## config.mk

```make
export PLATFORM = sky130hd
export DESIGN_NAME = button_debounce_flat
export DESIGN_NICKNAME = d
export VERILOG_FILES = /design/src/rtl/button_debounce_if.sv /design/src/rtl/button_debounce.sv /design/src/flat_wrapper.sv
export SDC_FILE = /design/constraint.sdc
export NUM_CORES = 1
export LEC_CHECK = 0
export ABC_AREA = 1
export CORE_ASPECT_RATIO = 0.9
export CORE_MARGIN = 2
export CORE_UTILIZATION = 50
export CTS_CLUSTER_DIAMETER = 80
export CTS_CLUSTER_SIZE = 25
export DETAILED_ROUTE_END_ITERATION = 10
export PLACE_DENSITY = 0.66
export SLEW_MARGIN = 40
export SYNTH_ARGS = -nofsm -noshare
export SYNTH_HDL_FRONTEND = slang
export SYNTH_SLANG_ARGS = --single-unit
```

## constraint.sdc

```tcl
create_clock -name i_clk -period 1.6 [get_ports i_clk]
set_input_delay 0.24 -clock i_clk [delete_from_list [all_inputs] [get_ports i_clk]]
set_output_delay 0.24 -clock i_clk [all_outputs]
set_load 0.02 [all_outputs]
```

## src/rtl/button_debounce_if.sv

```systemverilog
// ----------------------------------------------------------------------------
// button_debounce_if
//   Groups the button-pin input and the debounced outputs of button_debounce.
//   master : board/stimulus side, drives i_but and observes the outputs
//   slave  : debouncer side, samples i_but and drives the outputs
//   i_but      WIDTH  raw button pins, active low, asynchronous
//   o_state    WIDTH  debounced level, active high
//   o_press    WIDTH  1-cycle pulse on released->pressed
//   o_release  WIDTH  1-cycle pulse on pressed->released
//   o_hold     WIDTH  long-press flag
// ----------------------------------------------------------------------------
interface button_debounce_if #(
    parameter int WIDTH = 2
);
    logic [WIDTH-1:0] i_but;
    logic [WIDTH-1:0] o_state;
    logic [WIDTH-1:0] o_press;
    logic [WIDTH-1:0] o_release;
    logic [WIDTH-1:0] o_hold;

    modport master (output i_but, input  o_state, o_press, o_release, o_hold);
    modport slave  (input  i_but, output o_state, o_press, o_release, o_hold);
endinterface

```

## src/rtl/button_debounce.sv

```systemverilog
// ----------------------------------------------------------------------------
// button_debounce
//   Synchronises WIDTH raw active-low button pins, debounces each one
//   independently and produces an active-high level, one-cycle press/release
//   pulses and a long-press hold flag per button.
//   i_clk    system clock, rising edge
//   i_rst_n  asynchronous active-low reset
//   bus      button_debounce_if.slave (i_but in; o_state/o_press/o_release/o_hold out)
// ----------------------------------------------------------------------------

// One debounce channel: FSM, stability counter and hold counter. All outputs
// are registered.
module button_debounce_lane #(
    parameter int STABLE_CYCLES = 50000,
    parameter int HOLD_CYCLES   = 32'h7FFFFF
) (
    input  logic i_clk,
    input  logic i_rst_n,
    input  logic i_p,        // synchronised, active-high pressed level
    output logic o_state,
    output logic o_press,
    output logic o_release,
    output logic o_hold
);
    localparam int CW = $clog2(STABLE_CYCLES + 1);
    localparam int HW = $clog2(HOLD_CYCLES + 1);
    localparam logic [CW-1:0] C_LAST = CW'(STABLE_CYCLES - 1);
    localparam logic [HW-1:0] H_MAX  = HW'(HOLD_CYCLES);
    localparam logic [HW-1:0] H_PRE  = HW'(HOLD_CYCLES - 1);

    typedef enum logic [1:0] {REL, PWAIT, PRS, RWAIT} state_t;

    state_t        r_fsm;
    logic [CW-1:0] r_cnt;
    logic [HW-1:0] r_hcnt;
    logic          r_state, r_press, r_release, r_hold;

    always_ff @(posedge i_clk or negedge i_rst_n) begin
        if (!i_rst_n) begin
            r_fsm     <= REL;
            r_cnt     <= '0;
            r_hcnt    <= '0;
            r_state   <= 1'b0;
            r_press   <= 1'b0;
            r_release <= 1'b0;
            r_hold    <= 1'b0;
        end else begin
            r_press   <= 1'b0;
            r_release <= 1'b0;

            // Hold counter runs while the debounced level is pressed. r_hold is
            // set one edge early so it lines up with hcnt reaching H_MAX.
            if (r_state) begin
                if (r_hcnt != H_MAX) r_hcnt <= r_hcnt + HW'(1);
                if (r_hcnt >= H_PRE) r_hold <= 1'b1;
            end

            case (r_fsm)
                REL: begin
                    if (i_p) begin
                        r_fsm <= PWAIT;
                        r_cnt <= CW'(1);
                    end else begin
                        r_cnt <= '0;
                    end
                end
                PWAIT: begin
                    if (!i_p) begin
                        r_fsm <= REL;
                        r_cnt <= '0;
                    end else if (r_cnt == C_LAST) begin
                        r_fsm   <= PRS;
                        r_cnt   <= '0;
                        r_state <= 1'b1;
                        r_press <= 1'b1;
                    end else begin
                        r_cnt <= r_cnt + CW'(1);
                    end
                end
                PRS: begin
                    if (!i_p) begin
                        r_fsm <= RWAIT;
                        r_cnt <= CW'(1);
                    end else begin
                        r_cnt <= '0;
                    end
                end
                RWAIT: begin
                    if (i_p) begin
                        // release bounce: stay pressed, hold state untouched
                        r_fsm <= PRS;
                        r_cnt <= '0;
                    end else if (r_cnt == C_LAST) begin
                        r_fsm     <= REL;
                        r_cnt     <= '0;
                        r_state   <= 1'b0;
                        r_release <= 1'b1;
                        r_hcnt    <= '0;   // overrides the increment above
                        r_hold    <= 1'b0;
                    end else begin
                        r_cnt <= r_cnt + CW'(1);
                    end
                end
                default: begin
                    r_fsm <= REL;
                    r_cnt <= '0;
                end
            endcase
        end
    end

    assign o_state   = r_state;
    assign o_press   = r_press;
    assign o_release = r_release;
    assign o_hold    = r_hold;
endmodule

module button_debounce #(
    parameter int WIDTH         = 2,
    parameter int STABLE_CYCLES = 50000,
    parameter int HOLD_CYCLES   = 32'h7FFFFF
) (
    input  logic              i_clk,
    input  logic              i_rst_n,
    button_debounce_if.slave  bus
);
    // Two-flop synchroniser; resets to released (pins are active low).
    logic [WIDTH-1:0] r_s1, r_s2;
    logic [WIDTH-1:0] w_p;
    logic [WIDTH-1:0] w_state, w_press, w_release, w_hold;

    always_ff @(posedge i_clk or negedge i_rst_n) begin
        if (!i_rst_n) begin
            r_s1 <= '1;
            r_s2 <= '1;
        end else begin
            r_s1 <= bus.i_but;
            r_s2 <= r_s1;
        end
    end

    assign w_p = ~r_s2;

    for (genvar g = 0; g < WIDTH; g++) begin : g_lane
        button_debounce_lane #(
            .STABLE_CYCLES (STABLE_CYCLES),
            .HOLD_CYCLES   (HOLD_CYCLES)
        ) u_lane (
            .i_clk     (i_clk),
            .i_rst_n   (i_rst_n),
            .i_p       (w_p[g]),
            .o_state   (w_state[g]),
            .o_press   (w_press[g]),
            .o_release (w_release[g]),
            .o_hold    (w_hold[g])
        );
    end

    assign bus.o_state   = w_state;
    assign bus.o_press   = w_press;
    assign bus.o_release = w_release;
    assign bus.o_hold    = w_hold;
endmodule

```

## src/flat_wrapper.sv

```systemverilog
// flat-port wrapper written by rule: the top's interface ports become plain ports
module button_debounce_flat 
#(
    parameter int WIDTH         = 2,
    parameter int STABLE_CYCLES = 50000,
    parameter int HOLD_CYCLES   = 32'h7FFFFF
)
  (i_clk, i_rst_n, bus_i_but, bus_o_state, bus_o_press, bus_o_release, bus_o_hold);
  button_debounce_if #(.WIDTH(WIDTH)) bus_i ();
  input  logic i_clk;
  input  logic i_rst_n;
  input wire logic [$bits(bus_i.i_but)-1:0] bus_i_but;
  output wire logic [$bits(bus_i.o_state)-1:0] bus_o_state;
  output wire logic [$bits(bus_i.o_press)-1:0] bus_o_press;
  output wire logic [$bits(bus_i.o_release)-1:0] bus_o_release;
  output wire logic [$bits(bus_i.o_hold)-1:0] bus_o_hold;
  assign bus_i.i_but = bus_i_but;
  assign bus_o_state = bus_i.o_state;
  assign bus_o_press = bus_i.o_press;
  assign bus_o_release = bus_i.o_release;
  assign bus_o_hold = bus_i.o_hold;
  button_debounce #(.WIDTH(WIDTH), .STABLE_CYCLES(STABLE_CYCLES), .HOLD_CYCLES(HOLD_CYCLES)) u_core (.i_clk(i_clk), .i_rst_n(i_rst_n), .bus(bus_i));
endmodule
```

; ---- Word-level counts from Yosys, hierarchy flattened
; Index checks and enable logic that the tools add are counted.
[classes]
n_eq_ne = 26
n_mux = 66
order_cmp = 2
add_sub_neg = 4
reduce_logical = 8
n_bitwise = 1
[ops]
columns = cell, n
row1 = 23-bit two-way mux, 10
row2 = 16-bit case mux with 4 select lines, 2
row3 = 16-bit two-way mux, 6
row4 = "23-bit by 1-bit adder with 23-bit output, second input constant", 2
row5 = "23-bit greater-or-equal comparator, second input constant", 2
row6 = "23-bit != test, second input constant", 2
row7 = "16-bit by 1-bit adder with 16-bit output, second input constant", 2
row8 = "16-bit equality test, second input constant", 2
row9 = 1-bit two-way mux, 32
row10 = 2-bit two-way mux, 12
row11 = "2-bit != test, second input constant", 8
row12 = 2-bit case mux with 4 select lines, 2
row13 = 5-bit AND reduction, 2
row14 = "2-bit equality test, second input constant", 4
row15 = "2-bit by 1-bit != test with 1-bit output, second input constant", 4
row16 = 4-bit AND reduction, 2
row17 = "3-bit by 2-bit != test with 1-bit output, second input constant", 2
row18 = "3-bit != test, second input constant", 2
row19 = "2-bit by 1-bit equality test with 1-bit output, second input constant", 2
row20 = 2-bit logical NOT, 2
row21 = 1-bit case mux with 2 select lines, 2
row22 = 2-bit nonzero test, 2
row23 = 2-bit inverter, 1
[totals]
input_bits = 4
register_bits = 94
elab_cells = 123

; ---- Logic depth before layout (Yosys ltp)
; Gate-level depths: netlist of run 1.
[depth]
ltp_word = 6
ltp_mapped = 12
mapped_depth_nobuf = 11

; ---- Modules after synthesis
; Synthesis of run 1 repeated with hierarchy kept, for this count alone.
[hier_totals]
cells_unflattened = 758
hier_area_um2 = 5564.1
[by_module_without_submodules]
columns = mod, cells_each, n_inst, area_each_um2, seq_area_each_um2
row1 = button_debounce_lane (u_core.g_lane[1].u_lane), 376, 1, 2761.4, 1126.1
row2 = button_debounce_lane (u_core.g_lane[0].u_lane), 376, 1, 2690.1, 1126.1
row3 = button_debounce, 6, 1, 112.6, 105.1

; ---- Worst setup path after synthesis of run 1
; Ideal clock, no wire load.
[synth_timing]
kind = register -> register
startpoint = reg u_core.g_lane[1].u_lane.r_hcnt[1]
endpoint = reg u_core.g_lane[1].u_lane.r_hcnt[11]
path_stages_with_launch = 12
synth_period_minus_slack_ns = 1.542
slack_ns = 0.058
arrival_ns = 1.421
setup_ns = 0.121
cell_sequence = dfrtp_1 -> ha_1 -> inv_1 -> nor2_4 -> nand2_4 -> nor2_4 -> nand2_4 -> buf_6 -> nand3_1 -> nand2_1 -> o21ai_1 -> nor2_1
[synth_between]
elab_chain_cells = 6
[synth_lines]
columns = item, line
row1 = "start, declared", button_debounce.sv:35  ; logic [HW-1:0] r_hcnt;
row2 = "start signal, assigned", button_debounce.sv:54  ; if (r_hcnt != H_MAX) r_hcnt <= r_hcnt + HW'(1);
row3 = 23-bit by 1-bit adder with 23-bit output or 23-bit != test (tied branches), button_debounce.sv:54
row4 = 23-bit two-way mux (*), button_debounce.sv:54
row5 = 23-bit two-way mux (*), button_debounce.sv:53  ; if (r_state) begin
row6 = 23-bit two-way mux, button_debounce.sv:93  ; end else if (r_cnt == C_LAST) begin
row7 = 23-bit two-way mux, button_debounce.sv:89  ; if (i_p) begin
row8 = 23-bit two-way mux (*), button_debounce.sv:58  ; case (r_fsm)
; Every way passes the cells marked *; elsewhere a longest branch is shown, timed or not.
; A chain may end at the register's enable or synchronous reset.

; ---- Worst setup path after layout of run 1
[layout_timing]
startpoint = reg u_core.g_lane[0].u_lane.r_hcnt[0]
endpoint = reg u_core.g_lane[0].u_lane.r_hcnt[18]
[layout_between]
elab_chain_cells = 6
[layout_lines]
columns = item, line
row1 = "start, declared", button_debounce.sv:35
row2 = "start signal, assigned", button_debounce.sv:54
row3 = 23-bit by 1-bit adder with 23-bit output or 23-bit != test (tied branches), button_debounce.sv:54
row4 = 23-bit two-way mux (*), button_debounce.sv:54
row5 = 23-bit two-way mux (*), button_debounce.sv:53
row6 = 23-bit two-way mux, button_debounce.sv:93
row7 = 23-bit two-way mux, button_debounce.sv:89
row8 = 23-bit two-way mux (*), button_debounce.sv:58
; Marks and branches as above.

==> results of run 1 <==
==> path summary, 6_finish.rpt <==
| path | from | endpoint | slack (ps) | cells after the start |
|---|---|---|---|---|
| max in group asynchronous | i_rst_n | u_core.g_lane[1].u_lane.r_hcnt[3] | 690 | 3 |
| min | bus_i_but[1] | u_core.r_s1[1] | 300 | 1 |
| min reg2reg | u_core.r_s1[0] | u_core.r_s2[0] | 360 | 0 |
| max reg2reg | u_core.g_lane[0].u_lane.r_hcnt[0] | u_core.g_lane[0].u_lane.r_hcnt[18] | -20 | 10 |
| max | u_core.g_lane[0].u_lane.r_hcnt[0] | u_core.g_lane[0].u_lane.r_hcnt[18] | -20 | 10 |
| min in group asynchronous | i_rst_n | u_core.g_lane[1].u_lane.r_cnt[9] | 350 | 2 |
==> report_power, final <==
part,total (uW),switching (uW),internal [uW]
clock network,2060,962,1100
logic,192,114,77.7
registers,2440,29.9,2410
total,4690,1110,3580
==> sequential cells by signal, indices dropped and copies added, names as in the netlist, named ones only <==
signal                          count
u_core.g_lane.u_lane.o_hold         2
u_core.g_lane.u_lane.o_state        2
u_core.r_s2                         2
u_core.g_lane.u_lane.o_press        2
u_core.g_lane.u_lane.r_cnt         32
u_core.g_lane.u_lane.r_hcnt        46
u_core.r_s1                         2
u_core.g_lane.u_lane.r_fsm          2
u_core.g_lane.u_lane.o_release      2
==> Yosys cell counts <==
| cell | count | area (sq um) |
|---|---|---|
| ha_1 | 6 | 75.07 |
| a21boi_0 | 1 | 7.510 |
| nor2_4 | 8 | 90.09 |
| dfrtp_1 | 90 | 2252 |
| and3_1 | 2 | 12.51 |
| buf_2 | 6 | 30.03 |
| nor3b_1 | 9 | 67.56 |
| nor2_1 | 122 | 457.9 |
| o21bai_1 | 10 | 75.07 |
| nor3_2 | 6 | 60.06 |
| a21oi_2 | 2 | 17.52 |
| nor2_8 | 1 | 20.02 |
| o31ai_1 | 3 | 22.52 |
| nand4_1 | 24 | 150.1 |
| nand3_1 | 38 | 190.2 |
| nor3_1 | 21 | 105.1 |
| buf_4 | 8 | 60.06 |
| dfstp_2 | 4 | 105.1 |
| nand3b_1 | 1 | 7.510 |
| nand3_2 | 5 | 50.05 |
| xnor2_1 | 4 | 35.03 |
| o21a_1 | 2 | 15.01 |
| nor4_1 | 2 | 12.51 |
| nand2_1 | 175 | 656.9 |
| nand2_4 | 6 | 67.56 |
| nand4_2 | 2 | 25.02 |
| inv_1 | 111 | 416.7 |
| o21ai_0 | 24 | 120.1 |
| a21oi_1 | 23 | 115.1 |
| xor2_1 | 6 | 52.55 |
| o21ai_1 | 6 | 30.03 |
| nor2_2 | 9 | 56.30 |
| buf_6 | 2 | 22.52 |
| clkinv_2 | 1 | 5.000 |
| or2_2 | 4 | 25.02 |
| nand2_2 | 11 | 68.82 |
==> cell type report <==
class | instances | area [sq um] | share of cell area [%]
Multi-Input combinational cell | 534 | 3047 | 43.76
Sequential cell | 94 | 2367 | 34.00
Timing Repair Buffer | 71 | 650.6 | 9.344
Inverter | 112 | 421.7 | 6.056
Clock buffer | 10 | 239.0 | 3.432
Tap cell | 152 | 190.2 | 2.731
Clock inverter | 6 | 47.55 | 0.6828
==> routing by layer <==
layer	vias to the layer above	share of wire, %	track usage [%]
li1	2527	-	-
met1	2387	45	28.73
met2	102	49	34.92
met3	15	4.7	6.002
met4	0	1.2	5.508
met5	-	0	0
==> placed cells by master, fill, tap and decap left out, types with 3 or more instances in the layout <==
cell             count
a21oi_1             21
a21oi_2              3
buf_12               4
buf_4               46
buf_6               10
clkbuf_16            9
clkdlybuf4s50_1      6
clkinvlp_4           4
dfrtp_1             82
dfrtp_2              8
dfstp_2              4
inv_1              102
inv_2                9
nand2_1            161
nand2_2             19
nand2_4              9
nand2_8              4
nand3_1             31
nand3_2              9
nand3_4              3
nand4_1             24
nor2_1             104
nor2_2              19
nor2_4              16
nor3_1              20
nor3_2               3
nor3_4               4
nor3b_1              9
o21ai_0             19
o21ai_1              7
o21ai_2              4
o21bai_1            10
or2_2                4
xnor2_1              4
xor2_1               6
==> timing repair <==
action / CTS / global route
pin swaps: 1 / 31
setup endpoints to repair: 26 / 89
hold endpoints to repair: 22 / 0
gates resized for setup: 15 / 101
buffers inserted: 1 / 14
cloned: 0 / 1
hold buffers: 1 / 0
==> cells by family (layout without fill, tap and decap cells) <==
family / after synthesis / after routing / synth area share [%]
simple gates: 446 / 447 / 38.05
buf+inv: 128 / 199 / 9.574
flops: 94 / 94 / 42.24
compound gates: 71 / 71 / 7.220
xor+xnor: 10 / 10 / 1.569
fa+ha+maj: 6 / 6 / 1.345
==> stage by stage <==
step	setup TNS, ps	hold WS (ps)	std cells
6_report	-34.02	295.3	979
5_1_grt	-1479	284.2	979
4_1_cts	-13.80	287.6	964
3_5_place_dp	-380.3	185.4	946
3_3_place_gp	-132.9	179.8	946
2_1_floorplan	0	-55.59	755
==> out/qor.txt, run 1 <==
status - finished with violations
failing checks - negative setup slack
total power - 4691 uW
crit-path cells - ha_2 > inv_2 > nor2_4 > nand2_4 > nor2_8 > buf_6 > nand2_4 > o21ai_2 > nand2_1 > nor2_1
critical path class - flip-flop to flip-flop
Finished Cell Area - 0.006963 sq mm
RSZ-0062 raised after global routing - yes
worst slew pin tran - 508.9 ps
DR vias/cell - 5.139
DP Area - 0.006133 sq mm
area grow syn2layout - 24.78%
Post-Syn Instances - 755
Post-DRT Antenna Nets - 0
HPWL after detailed placement - 9024 um
Worst Hold Class - input port to flip-flop
Setup WS pre-CTS - -66.91 ps
Top Family by Delay on Critical Path - simple AND/OR/NAND/NOR gates
via count of the routed design - 5,031
GRT Total Usage - 21.65%
number of max-cap violations - 0
TritonCTS clock tree - built
skew final - 11.42 ps
CP required - 1880 ps
number of buffer cells added on primary ports - 11
Pins Over Slew Limit - 0
Fillers - 904
number of global-route vias before repair - 4,733
Setup crit end kind - flip-flop
initial antenna violation count - 0
Final Critical Period - 1621 ps
CP bufs+invs - 2
num rows - 36
first-pass iteration count of the detailed router - 5
Nets - 832
TritonCTS buffer count - 9
I/O pins - 12
critical-path maximum fanout - 4
H-tree depth - 3
clock slew at reported path FFs - 70 ps
count of different cell masters after synthesis - 36
root buffer cell - clkbuf_16
share of post-route cells with drive strength above 1 - 24.67%
first-pass GRT wire length - 21,090 um
warnings from Yosys - 0
Starting Density - 51.41%
period utilization - 101.3%
CORE AREA - 0.01086 sq mm
synthesized area per cell - 7.391 sq um
CTS Sinks - 94
Setup-failing EPs final - 2
final wirelength - 12,920 um
Worst path most repeated cell - nand2_4
detailed-route DRC error count - 0
routability cong. - 0.9172
Crit path arrival time - 1910 ps
Wirelength per Cell - 13.20 um
ANT cells - 0
largest net degree at the start of global routing - 43
Slew headroom - 65.76%
register bit total from synthesis - 94
clock insertion delay at the later pin of the skew report - 350 ps
final setup margin - -21.09 ps
final hold violations - 0
sequential element share of the synthesized area - 42.24%
Die Footprint - 0.01202 sq mm
synthesized area - 0.005580 sq mm
Overflow after GRT - 0
critical path startpoint category - flip-flop
syn nets - 765
Longest Clk Path Bufs - 2
fmax - 0.6169 GHz
Die Span X - 115.4 um
Power Density - 673.6 mW/mm^2
LEAKAGE - 0.003310 uW
slowest cell on the critical path - dfrtp_1
initial drt markers - 344
Core Util, Final - 64.14%
slowest stage delay, CP - 380 ps
Chip Height - 104.2 um
Worst IR Drop VDD - 0.7052 mV
Power figures use the tool's default switching activity.
==> run 2, diff against run 1 <==
--- a/config.mk
+++ b/config.mk
@@ -13,6 +13,7 @@
 export CTS_CLUSTER_SIZE = 25
 export DETAILED_ROUTE_END_ITERATION = 10
 export PLACE_DENSITY = 0.66
+export SETUP_SLACK_MARGIN = 0.1
 export SLEW_MARGIN = 40
 export SYNTH_ARGS = -nofsm -noshare
 export SYNTH_HDL_FRONTEND = slang
==> run 2 against run 1 <==
Compared with the run above: the run now ends clean; global-route usage up 2.2 points; combinational power rose by 21%; sequential power hardly changed; register-to-register slack improved by 30 ps; core utilization grew 5.1 points; count of clock-buffer cells in the layout up 2; via count is 5.7% higher; worst setup slack better by 26 ps; highest routed layer unchanged; critical path type unchanged; wire length grew 15%; largest cell class unchanged.
==> out/qor.txt, run 2 (synthesized netlist as in run 1, its figures left out) <==
largest registers - u_core.g_lane.u_lane.r_hcnt (46), u_core.g_lane.u_lane.r_cnt (32)
slowest stage delay, CP - 430 ps (+50 ps)
H-tree depth - 3 (unchanged)
RSZ-0062 raised after global routing - yes
TritonCTS buffer count - 9 (unchanged)
first-pass GRT wire length - 23,430 um (+11%)
Final Non-Filler Cells - 1,010 (+3.2%)
Post-DRT Antenna Nets - 0 (unchanged)
final wirelength - 14,860 um (+15%)
Slew headroom - 65.76% (about the same)
routability cong. - 0.8891 (-3.1%)
CTS Sinks - 94 (unchanged)
Nets - 863 (+3.7%)
crit-path cells - nand2_2 > nor2_4 > inv_1 > nor2_4 > buf_12 > nand2_8 > nand2_4 > nor2_1 > nand2_1 > nand2_1 > nor2_1
max FFs per register - 46 (unchanged)
clock insertion delay at the later pin of the skew report - 350 ps (about the same)
critical path class - flip-flop to flip-flop
CP required - 1880 ps (about the same)
critical-path maximum fanout - 6 (+2)
via count of the routed design - 5,316 (+5.7%)
CORE AREA - 0.01086 sq mm (unchanged)
fmax - 0.6270 GHz (+1.6%)
detailed-route DRC error count - 0 (unchanged)
Worst IR Drop VDD - 0.5668 mV (-20%)
switching share of power - 23.24% (-0.35 points)
Crit path arrival time - 1870 ps (-40 ps)
number of global-route vias before repair - 5,083 (+7.4%)
Longest Clk Path Bufs - 2 (unchanged)
Setup-failing EPs final - 0 (-2)
Final TNS setup - 0 ps (+34.02 ps)
Chip Height - 104.2 um (unchanged)
clock slew at reported path FFs - 70 ps (about the same)
share of post-route cells with drive strength above 1 - 34.27% (+9.6 points)
Die Footprint - 0.01202 sq mm (unchanged)
Placed Cells - 939 (-0.74%)
initial antenna violation count - 0 (unchanged)
I/O pins - 12 (unchanged)
Setup crit end kind - flip-flop
number of buffer cells added on primary ports - 11 (unchanged)
sequential share of power - 51.2% (-0.7 points)
root buffer cell - clkbuf_16
final hold violations - 0 (unchanged)
largest net degree at the start of global routing - 35 (-19%)
ANT cells - 0 (unchanged)
period utilization - 99.68% (-1.6 points)
Power Density - 633.4 mW/mm^2 (-6.0%)
Comb power frac - 4.9% (+0.8 points)
number of max-cap violations - 0 (unchanged)
DR vias/cell - 5.263 (+2.4%)
most common cell after layout, fill and taps aside - nand2_1
TritonCTS clock tree - built
GRT Total Usage - 23.86% (+2.2 points)
Pint - 3653 uW (+1.9%)
Overflow after GRT - 0 (unchanged)
Setup WS pre-CTS - -68.90 ps (-1.985 ps)
slowest cell on the critical path - dfrtp_1
Pins Over Slew Limit - 0 (unchanged)
worst hold margin - 297.6 ps (+2.275 ps)
first-pass iteration count of the detailed router - 5 (unchanged)
LEAKAGE - 0.003506 uW (+5.9%)
area grow syn2layout - 34.64%
HPWL after detailed placement - 9106 um (+0.91%)
initial drt markers - 348 (+1.2%)
most frequent cells in the layout - nand2_1, nor2_1, inv_1
status - completed
Largest Register - u_core.g_lane.u_lane.r_hcnt
Final Critical Period - 1595 ps (-26.20 ps)
Starting Density - 51.41% (unchanged)
Wirelength per Cell - 14.71 um (+11%)
Fillers - 860 (-4.9%)
worst slew pin tran - 513.0 ps (+4.060 ps)
Sw Pwr - 1106 uW (about the same)
final setup margin - 5.105 ps (+26.20 ps)
Worst Hold Class - input port to flip-flop
skew final - 9.970 ps (-1.453 ps)
Die Span X - 115.4 um (unchanged)
num rows - 36 (unchanged)
critical path startpoint category - flip-flop
clock power share - 43.9% (about the same)
run 2: area by class of cell:
class / count / area (sq um) / share of cell area, %
Clock buffer: 12 / 256.5 / 3.414
Tap cell: 152 / 190.2 / 2.531
Inverter: 112 / 426.7 / 5.679
Sequential cell: 94 / 2367 / 31.51
Timing Repair Buffer: 99 / 894.6 / 11.91
Multi-Input combinational cell: 537 / 3348 / 44.56
Clock inverter: 4 / 30.03 / 0.3997
run 2: worst max-delay path, delay by kind of cell, from the launching register on:
kind / cells / cell delay, ps
simple gates: 9 / 860
buf+inv: 2 / 220
flops: 1 / 430
run 2: per-layer routing:
metal / wire, um / GRT usage, %
met5: 0 / 0
met4: 247 / 6.196
met3: 529 / 4.779
met2: 7317 / 37.51
met1: 6760 / 33.63
run 2: worst paths after layout:
kind,startpoint,endpoint,slack [ps],cells past startpoint
worst max-delay path,u_core.g_lane[0].u_lane.r_hcnt[16],u_core.g_lane[0].u_lane.r_hcnt[15],5,11
worst min-delay path,bus_i_but[0],u_core.r_s1[0],300,1
worst max register to register,u_core.g_lane[0].u_lane.r_hcnt[16],u_core.g_lane[0].u_lane.r_hcnt[15],5,11
worst min register to register,u_core.r_s1[0],u_core.r_s2[0],350,0
max in group asynchronous,i_rst_n,u_core.r_s1[0],670,3
min in group asynchronous,i_rst_n,u_core.g_lane[0].u_lane.r_hcnt[1],330,2
run 2: repair_timing:
item                                   CTS  global route
buffers inserted                        24            25
hold buffers                             1             0
gates cloned                             5             2
endpoints found under the hold margin   18             0
pin swaps                               33            47
setup endpoints to repair               76            88
resized for setup                       93           116
run 2: power by group through the flow:
stage	registers [uW]	logic [uW]	clock network, uW
after floorplan	2470	69.0	0
after global placement	2470	175	0
after detailed placement	2470	182	0
after CTS	2430	190	2120
after global routing	2440	259	2240
final	2440	232	2090
run 2: metrics by stage:
| stage | utilization (%) | power (uW) | cell area (sq um) |
|---|---|---|---|
| detailed placement | 56.49 | 2656 | 6132 |
| floorplan | - | 2538 | 5609 |
| global route | 69.21 | 4938 | 7513 |
| finish | 69.21 | 4759 | 7513 |
| CTS | 63.87 | 4742 | 6933 |
| global placement | 56.49 | 2647 | 6132 |
==> run 3, diff against run 2 <==
--- a/config.mk
+++ b/config.mk
@@ -12,6 +12,7 @@
 export CTS_CLUSTER_DIAMETER = 80
 export CTS_CLUSTER_SIZE = 25
 export DETAILED_ROUTE_END_ITERATION = 10
+export GPL_ROUTABILITY_DRIVEN = 0
 export PLACE_DENSITY = 0.66
 export SETUP_SLACK_MARGIN = 0.1
 export SLEW_MARGIN = 40
==> run 3 against run 2 <==
Compared with the run above: the run now ends with negative setup slack left; hold slack better by 2.6 ps; cell area down 1.3%; first-iteration DRC count down 4.3%; critical endpoint is now u_core.g_lane[1].u_lane.r_hcnt[10]; largest cell class unchanged.
==> out/qor.txt, run 3 (synthesized netlist as in run 1, its figures left out) <==
status - finished with violations
failing checks - negative setup slack
Die Footprint - 0.01202 sq mm (unchanged)
ANT cells - 0 (unchanged)
CP startpoint - u_core.g_lane[1].u_lane.r_hcnt[8]
area grow syn2layout - 32.87%
Wirelength per Cell - 13.95 um (-5.2%)
worst slew pin tran - 492.3 ps (-20.69 ps)
LEAKAGE - 0.003437 uW (-2.0%)
RSZ-0062 raised after global routing - yes
r2r startpoint - u_core.g_lane[1].u_lane.r_hcnt[8]
RR Endpoint - u_core.g_lane[1].u_lane.r_hcnt[10]
critical path startpoint category - flip-flop
via count of the routed design - 5,194 (-2.3%)
Setup crit end kind - flip-flop
final wirelength - 13,920 um (-6.3%)
root buffer cell - clkbuf_16
skew final - 10.87 ps (+0.9045 ps)
Core Util, Final - 68.30% (-0.91 points)
Pins Over Slew Limit - 0 (unchanged)
number of global-route vias before repair - 4,827 (-5.0%)
CP endpoint - u_core.g_lane[1].u_lane.r_hcnt[10]
DP Area - 0.006170 sq mm (+0.61%)
first-pass GRT wire length - 22,090 um (-5.7%)
first-pass iteration count of the detailed router - 7 (+2)
num rows - 36 (unchanged)
CP required - 1850 ps (-30 ps)
critical path class - flip-flop to flip-flop
number of buffer cells added on primary ports - 11 (unchanged)
Slew headroom - 67.14% (+1.4 points)
slowest cell on the critical path - dfrtp_1
final hold violations - 0 (unchanged)
Final TNS setup - -7.217 ps (-7.217 ps)
Crit path arrival time - 1860 ps (about the same)
I/O pins - 12 (unchanged)
detailed-route DRC error count - 0 (unchanged)
initial drt markers - 333 (-4.3%)
HPWL after detailed placement - 9045 um (-0.67%)
Longest Clk Path Bufs - 2 (unchanged)
CORE AREA - 0.01086 sq mm (unchanged)
GRT Total Usage - 22.54% (-1.3 points)
number of max-cap violations - 0 (unchanged)
critical-path maximum fanout - 5 (-1)
largest net degree at the start of global routing - 34 (-2.9%)
largest registers - u_core.g_lane.u_lane.r_hcnt (46), u_core.g_lane.u_lane.r_cnt (32)
slowest stage delay, CP - 430 ps (about the same)
clock slew at reported path FFs - 70 ps (about the same)
initial antenna violation count - 0 (unchanged)
Final Critical Period - 1607 ps (+12.32 ps)
fmax - 0.6222 GHz (-0.77%)
Setup WS pre-CTS - -62.82 ps (+6.078 ps)
Overflow after GRT - 0 (unchanged)
Finished Cell Area - 0.007415 sq mm (-1.3%)
Starting Density - 51.41% (unchanged)
TritonCTS clock tree - built
most common cell after layout, fill and taps aside - nand2_1
TritonCTS buffer count - 9 (unchanged)
final setup margin - -7.217 ps (-12.32 ps)
r2r setup slk - -7 ps (about the same)
share of post-route cells with drive strength above 1 - 31.32% (-2.9 points)
Die Span X - 115.4 um (unchanged)
Post-DRT Antenna Nets - 0 (unchanged)
H-tree depth - 3 (unchanged)
crit-path cells - nand2_2 > nor2_4 > nand2_2 > nor2_4 > nand2_4 > buf_12 > nand4_1 > nand2_1 > inv_1 > nor2_1
most frequent cells in the layout - nand2_1, inv_1, nor2_1
max FFs per register - 46 (unchanged)
Chip Height - 104.2 um (unchanged)
Worst IR Drop VDD - 0.8039 mV (+42%)
Power Density - 670.4 mW/mm^2 (+5.8%)
Worst Hold Class - input port to flip-flop
Nets - 851 (-1.4%)
CTS Sinks - 94 (unchanged)
clock insertion delay at the later pin of the skew report - 350 ps (about the same)
DR vias/cell - 5.204 (-1.1%)
Largest Register - u_core.g_lane.u_lane.r_hcnt
total power - 4971 uW (+4.4%)
cells on worst reg2reg path - 10 (-1)
Setup-failing EPs final - 1 (+1)
period utilization - 100.5% (+0.77 points)
-- run 3: cell types whose count changed in the layout (fill, tap and decap cells not counted), sizes merged --
cell / change
buf: -10
inv: -1
nand2: -2
bufinv: +2
clkinv: -1
-- run 3: stage by stage --
stage	std cells	hold WS, ps
floorplan	755	-55.59
global placement	944	203.9
detailed placement	944	204.7
CTS	974	296.0
global route	998	302.5
finish	998	300.3
-- run 3: cell type report --
class / count / area, sq um
Fill cell: 879 / 3441
Multi-Input combinational cell: 535 / 3254
Sequential cell: 94 / 2367
Timing Repair Buffer: 89 / 864.6
Inverter: 112 / 429.2
Clock buffer: 12 / 236.5
Tap cell: 152 / 190.2
Clock inverter: 4 / 72.57
-- run 3: per-layer routing --
metal / GRT usage (%) / part of all wire, % / vias up
met5: 0 / 0 / -
met4: 6.540 / 2.5 / 0
met3: 5.012 / 3.8 / 41
met2: 34.75 / 47 / 122
met1: 31.82 / 46 / 2459
li1: - / - / 2572
-- run 3: how the worst min path moves through the flow --
stage / start / to / slack [ps] / depth (start not counted)
after floorplan: i_rst_n / async pin / -60 / 0
after global placement: i_rst_n / u_core.g_lane[0].u_lane.r_hcnt[0] / 200 / 1
after detailed placement: i_rst_n / u_core.g_lane[0].u_lane.r_hcnt[1] / 200 / 1
after CTS: bus_i_but[0] / u_core.r_s1[0] / 300 / 1
after global routing: bus_i_but[1] / u_core.r_s1[1] / 300 / 1
final: bus_i_but[0] / u_core.r_s1[0] / 300 / 1
-- run 3: where the power goes --
| part | switching, uW | total, uW | internal (uW) |
|---|---|---|---|
| Combinational | 140 | 242 | 102 |
| Sequential | 27.5 | 2430 | 2410 |
| Clock | 926 | 2300 | 1370 |
-- run 3: critical path, delay by kind of cell (launching register included) --
kind / cells / cell delay, ps
buffers and inverters: 2 / 220
flip-flops: 1 / 430
AND/OR/NAND/NOR: 8 / 860
-- run 3: what timing repair did --
item,CTS,global route
hold buffers,1,0
resized for setup,48,142
hold endpoints to repair,24,0
gates cloned,0,3
endpoints found under the setup margin,71,77
setup buffers,13,23
pin swaps,15,59
